`config.mk`:
```
export PLATFORM = sky130hd
export DESIGN_NAME = seq_shift_add_multiplier
export DESIGN_NICKNAME = d
export VERILOG_FILES = /design/src/rtl/seq_shift_add_multiplier_pkg.sv /design/src/rtl/seq_shift_add_multiplier_datapath.sv /design/src/rtl/seq_shift_add_multiplier.sv
export SDC_FILE = /design/constraint.sdc
export NUM_CORES = 1
export LEC_CHECK = 0
export CORE_MARGIN = 5
export CORE_UTILIZATION = 47
export CTS_CLUSTER_SIZE = 40
export DETAILED_ROUTE_END_ITERATION = 10
export GPL_TIMING_DRIVEN = 0
export PLACE_DENSITY = 0.8
export SYNTH_ARGS = -nofsm -noshare
export SYNTH_HDL_FRONTEND = slang
export SYNTH_SLANG_ARGS = --single-unit
```
`constraint.sdc`:
```
create_clock -name clk -period 2.1 [get_ports clk]
set_input_delay 0.42 -clock clk [delete_from_list [all_inputs] [get_ports clk]]
set_output_delay 0.42 -clock clk [all_outputs]
set_load 0.005 [all_outputs]
```
`src/rtl/seq_shift_add_multiplier_pkg.sv`:
```
// Shared definitions for the sequential shift-add multiplier: FSM state
// encoding and the default operand width.
package seq_shift_add_multiplier_pkg;

   localparam int DEF_WIDTH = 8;

   typedef enum logic [1:0] {
      ST_IDLE = 2'd0,
      ST_RUN  = 2'd1,
      ST_DONE = 2'd2
   } state_t;

endpackage

```
`src/rtl/seq_shift_add_multiplier_datapath.sv`:
```
// One radix-2 shift-add step: conditionally add the multiplicand into the
// upper half, keep the carry, then shift {carry, acc, mplier} right by one.
module mul_step_datapath #(
   parameter int WIDTH = 8
) (
   input  logic [WIDTH-1:0] mcand,
   input  logic [WIDTH-1:0] acc,
   input  logic [WIDTH-1:0] mplier,
   output logic [WIDTH-1:0] acc_nxt,
   output logic [WIDTH-1:0] mplier_nxt
);

   logic [WIDTH:0] sum;

   // Conditional add with carry-out, followed by the 1-bit right shift
   always_comb begin
      sum        = {1'b0, acc} + (mplier[0] ? {1'b0, mcand} : '0);
      acc_nxt    = sum[WIDTH:1];
      mplier_nxt = {sum[0], mplier[WIDTH-1:1]};
   end

endmodule

```
`src/rtl/seq_shift_add_multiplier.sv`:
```
// Sequential WIDTH x WIDTH -> 2*WIDTH shift-add multiplier with valid/ready
// handshakes on both sides. One partial product per clock.
// Optional two's-complement mode: define SEQ_MUL_SIGNED_EN.
module seq_shift_add_multiplier
   import seq_shift_add_multiplier_pkg::*;
#(
   parameter int WIDTH = DEF_WIDTH,
   parameter int CNT_W = $clog2(WIDTH+1)
) (
   input  logic               clk,
   input  logic               rst,
   input  logic               in_valid,
   output logic               in_ready,
   input  logic [WIDTH-1:0]   in_a,
   input  logic [WIDTH-1:0]   in_b,
   output logic               out_valid,
   input  logic               out_ready,
   output logic [2*WIDTH-1:0] out_result,
   output logic               busy
);

   localparam logic [CNT_W-1:0] LAST_CNT = CNT_W'(WIDTH-1);

   state_t             state_q, state_d;
   logic [WIDTH-1:0]   mcand_q, mcand_d;
   logic [WIDTH-1:0]   mplier_q, mplier_d;
   logic [WIDTH-1:0]   acc_q, acc_d;
   logic [CNT_W-1:0]   count_q, count_d;
   logic [2*WIDTH-1:0] out_result_q, out_result_d;
   logic [WIDTH-1:0]   acc_nxt, mplier_nxt;
   logic [WIDTH-1:0]   op_a, op_b;
   logic [2*WIDTH-1:0] prod;
`ifdef SEQ_MUL_SIGNED_EN
   logic               neg_q, neg_d;
`endif

   mul_step_datapath #(.WIDTH(WIDTH)) u_step (
      .mcand      (mcand_q),
      .acc        (acc_q),
      .mplier     (mplier_q),
      .acc_nxt    (acc_nxt),
      .mplier_nxt (mplier_nxt)
   );

   // Operand conditioning: magnitudes in signed mode (-2^(W-1) maps to 2^(W-1))
   always_comb begin
`ifdef SEQ_MUL_SIGNED_EN
      op_a = in_a[WIDTH-1] ? (~in_a + WIDTH'(1)) : in_a;
      op_b = in_b[WIDTH-1] ? (~in_b + WIDTH'(1)) : in_b;
      prod = neg_q ? (~{acc_nxt, mplier_nxt} + (2*WIDTH)'(1)) : {acc_nxt, mplier_nxt};
`else
      op_a = in_a;
      op_b = in_b;
      prod = {acc_nxt, mplier_nxt};
`endif
   end

   // State and datapath registers
   always_ff @(posedge clk or posedge rst) begin
      if (rst) begin
         state_q      <= ST_IDLE;
         mcand_q      <= '0;
         mplier_q     <= '0;
         acc_q        <= '0;
         count_q      <= '0;
         out_result_q <= '0;
`ifdef SEQ_MUL_SIGNED_EN
         neg_q        <= 1'b0;
`endif
      end else begin
         state_q      <= state_d;
         mcand_q      <= mcand_d;
         mplier_q     <= mplier_d;
         acc_q        <= acc_d;
         count_q      <= count_d;
         out_result_q <= out_result_d;
`ifdef SEQ_MUL_SIGNED_EN
         neg_q        <= neg_d;
`endif
      end
   end

   // Next-state logic
   always_comb begin
      state_d = state_q;
      case (state_q)
         ST_IDLE: if (in_valid)            state_d = ST_RUN;
         ST_RUN:  if (count_q == LAST_CNT) state_d = ST_DONE;
         ST_DONE: if (out_ready)           state_d = ST_IDLE;
         default:                          state_d = ST_IDLE;
      endcase
   end

   // Datapath updates: latch on accept, step in RUN, capture product on DONE entry
   always_comb begin
      mcand_d      = mcand_q;
      mplier_d     = mplier_q;
      acc_d        = acc_q;
      count_d      = count_q;
      out_result_d = out_result_q;
`ifdef SEQ_MUL_SIGNED_EN
      neg_d        = neg_q;
`endif
      case (state_q)
         ST_IDLE: if (in_valid) begin
            mcand_d  = op_a;
            mplier_d = op_b;
            acc_d    = '0;
            count_d  = '0;
`ifdef SEQ_MUL_SIGNED_EN
            neg_d    = in_a[WIDTH-1] ^ in_b[WIDTH-1];
`endif
         end
         ST_RUN: begin
            acc_d    = acc_nxt;
            mplier_d = mplier_nxt;
            count_d  = count_q + CNT_W'(1);
            if (count_q == LAST_CNT) out_result_d = prod;
         end
         default: ;
      endcase
   end

   // Handshake outputs decoded from state
   always_comb begin
      in_ready   = (state_q == ST_IDLE);
      out_valid  = (state_q == ST_DONE);
      busy       = (state_q == ST_RUN) || (state_q == ST_DONE);
      out_result = out_result_q;
   end

endmodule
```
==> summary.md <==
| Metric | Value |
|---|---|
| Status | finished, violations left |
| Violated checks | negative setup slack |
| Initial antenna violation count | 0 |
| Final worst path period share | 102% |
| GRT Total Usage | approximately 17% |
| Cells after Synth | 200 |
| Die width | 78.9 um |
| Port buffer count | 38 |
| Largest cells by area after synthesis | dfrtp_1, mux2_2, ha_1 |
| Worst setup margin | -0.0376 ns |
| CTS tree | built |
| Initial Util | between 40% and 50% |
| Worst skew pair latency | 0.30 ns |
| Final Cell Area | roughly 2900 sq um |
| Die Ht | approximately 79 um |
| Setup Crit Path Kind | flip-flop to flip-flop |
| Pwr per Cell Area | roughly 1200 nW/um^2 |
| Post-layout util | approximately 62% |
| Slew Viols, Final | 0 |
| Htree depth | 2 |
| Final setup vio count | 2 |
| Synthesis-stage register bit count | 46 |
| Clk pin slew, worst setup/hold paths | approximately 0.080 ns |
| Area leader, netlist | dfrtp_1 |
| Gp weighted congestion | 0.811 |
| Startpoint Class | flip-flop |
| Pleak | around 1.3 nW |
| Routed vias | between 1,500 and 2,000 |
| CP Max Fanout | 3 |
| Clock Path Buffers | 2 |
| R2R setup slack | -0.04 ns |
| Max Cap Viol | 0 |
| WP data arrival | between 2 and 2.5 ns |
| Post-synthesis cell type count | 32 |
| Hold-fix buffers, CTS | 0 |
| DIE AREA | 6220 sq um |
| GR Overflow Total | 0 |
| Vias in the first global route | roughly 1,800 |
| Clk root buf | clkbuf_8 |
| Slew @ Worst Pin | about 0.53 ns |
| Hold Path Class | input port to asynchronous set/reset pin |
| CORE AREA | 4660 sq um |
| Num CTS Buffers | 5 |
| Ratio of cells with drive above 1 in the final layout | 20.6% |
| Hold Vio Cnt, Final | 0 |
| Wire length of the first global-routing pass | 8180 um |
| Row cnt | 25 |
| Detailed-route vias per instance | 5.48 |
| Synth Cell Area | between 2000 and 2500 sq um |
| Yosys warnings | 0 |
| Worst r2r src | mplier_q[0] |
| Drt wl/cell | between 15 and 20 um |
| Placement Cell Area | ~2700 sq um |
| Post-synth net total | around 230 |
| Clk sinks | 46 |
| Final Net Count | 284 |
| WHS | between 0.4 and 0.5 ns |
| DP Cell Count | between 200 and 300 |
| Drt pass-1 iters | 4 |
| Crit path capture type | flip-flop |
| FILL cells | approximately 370 |
| Required time of the worst setup path | ~2.3 ns |
| Syn_area_per_cell | ~11 sq um |
| Final wirelength | 4780 um |
| Worst Reg-to-Reg Cells | 8 |
| Layout area overhead | 29.7% |
| # IOs | 39 |
| Setup Skew | around 0.0089 ns |
| Finished Layout Cells | roughly 310 |
| Top cell type's share of synthesized area | 51.6% |
| Post-synthesis sequential area ratio | about 52% |
| Max-slew headroom | between 60% and 70% |
| RR Endpoint | out_result[13] |
| ANT cells | 0 |
| RSZ-0062 raised after global routing | yes |
| Fin Setup TNS | -0.0724 ns |
| Pin count of the biggest net entering global routing | 25 |
| ANT nets after route | 0 |
| Post-DP HPWL | 3390 um |
| DRC errors left | 0 |
| DRT iter0 DRCs | between 60 and 70 |
| Maximum vdd drop | between 0.0005 and 0.0006 V |
| Fmax | 468 MHz |
| Final min period | about 2.1 ns |
-- worst max path at each step --
stage | from | endpoint | slack (ns) | cells past startpoint
floorplan | mplier_q[0] | acc_q[5] | 0.004 | 8
global placement | rst | mcand_q[2] | -0.32 | 2
detailed placement | mplier_q[0] | out_result[15] | -0.33 | 8
CTS | mplier_q[0] | out_result[13] | -0.009 | 8
global route | mplier_q[0] | out_result[13] | -0.1 | 8
finish | mplier_q[0] | out_result[13] | -0.04 | 8
-- report_power, final --
part	switching [W]	internal (W)	total [W]
sequential	0.000194	0.00120	0.00139
combinational	0.000791	0.000797	0.00159
clock	0.000292	0.000266	0.000558
total	0.00128	0.00226	0.00354
-- critical path: stages, from the launching register on --
cell and delay (ns):
dfrtp_2 0.44, and2_4 0.15, ha_4 0.16, fa_2 0.34
a211o_1 0.29, a21o_1 0.19, a21oi_2 0.12, xor2_1 0.23
o21ai_1 0.10
-- metal layers --
| metal | wire length (um) | share of wire, % | GRT usage (%) |
|---|---|---|---|
| met5 | 0 | 0 | 0 |
| met4 | 104 | 2.2 | 9.28 |
| met3 | 169 | 3.5 | 3.40 |
| met2 | 2430 | 51 | 28.2 |
| met1 | 2070 | 43 | 20.5 |
-- final cells by class --
type	instances	area (sq um)	share of cell area, %
plain buffers	7	36.3	1.25
clock buffers	7	86.3	2.99
clock inverters	1	5.00	0.173
inverters	5	18.8	0.649
multi-input cells	142	1080	37.2
flip-flops and latches	46	1150	39.9
well taps	54	67.6	2.34
repair buffers	44	449	15.5
-- layout by cell type, fill, tap and decap left out, types with 3 or more instances in the layout --
master | netlist | layout
mux2_2 | 18 | 18
a21oi_1 | 6 | 4
buf_2 | 5 | 5
clkdlybuf4s50_1 | 0 | 38
and2_1 | 8 | 6
clkbuf_8 | 0 | 6
a21oi_2 | 1 | 3
inv_1 | 5 | 4
xor2_1 | 5 | 5
buf_4 | 1 | 5
mux2i_1 | 8 | 8
o21ai_0 | 29 | 25
ha_1 | 12 | 9
nand2_1 | 28 | 28
nor2_1 | 4 | 4
o21ai_1 | 1 | 5
dfrtp_1 | 46 | 45
-- what timing repair did --
item                                   in CTS  in global routing
pin swaps                                   7                  8
endpoints found under the hold margin       0                  0
setup endpoints to repair                   4                  9
setup buffers                               4                  1
gates resized for setup                    10                  5
-- Yosys cell counts, drive strengths merged --
cell and instances:
inv 5, fa 1, mux2 18, nand3 2
o211ai 1, a22o 2, xnor2 1, nand4 1
xor2 5, a211oi 2, nand2b 1, dfrtp 46
nand2 28, o21bai 2, o21a 1, a211o 1
o21ai 30, mux2i 8, and2 8, a32o 2
nor2 4, a21o 3, buf 6, a21oi 7
clkbuf 1, o22a 1, and3 1, ha 12
-- registers in the layout (all words and copies together), names as in the netlist --
| signal | cells |
|---|---|
| out_result | 16 |
| mplier_q | 8 |
| mcand_q | 8 |
| state_q | 2 |
| count_q | 4 |
| acc_q | 8 |
-- stage by stage --
step                total power, W  setup WS, ns
floorplan                  0.00234       0.00371
global placement           0.00280        -0.320
detailed placement         0.00286        -0.332
CTS                        0.00351      -0.00934
global route               0.00381       -0.0960
finish                     0.00354       -0.0376
-- cell families after synthesis --
kind of cell	after synthesis	synth area share, %
AO/OA/AOI/OAI	52	14.0
flip-flops	46	51.6
multiplexers	26	12.7
buffers and inverters	12	2.47
adder cells (fa/ha/maj)	13	7.63
AND/OR/NAND/NOR	45	9.20
XOR/XNOR	6	2.36
Power figures use the tool's default switching activity.
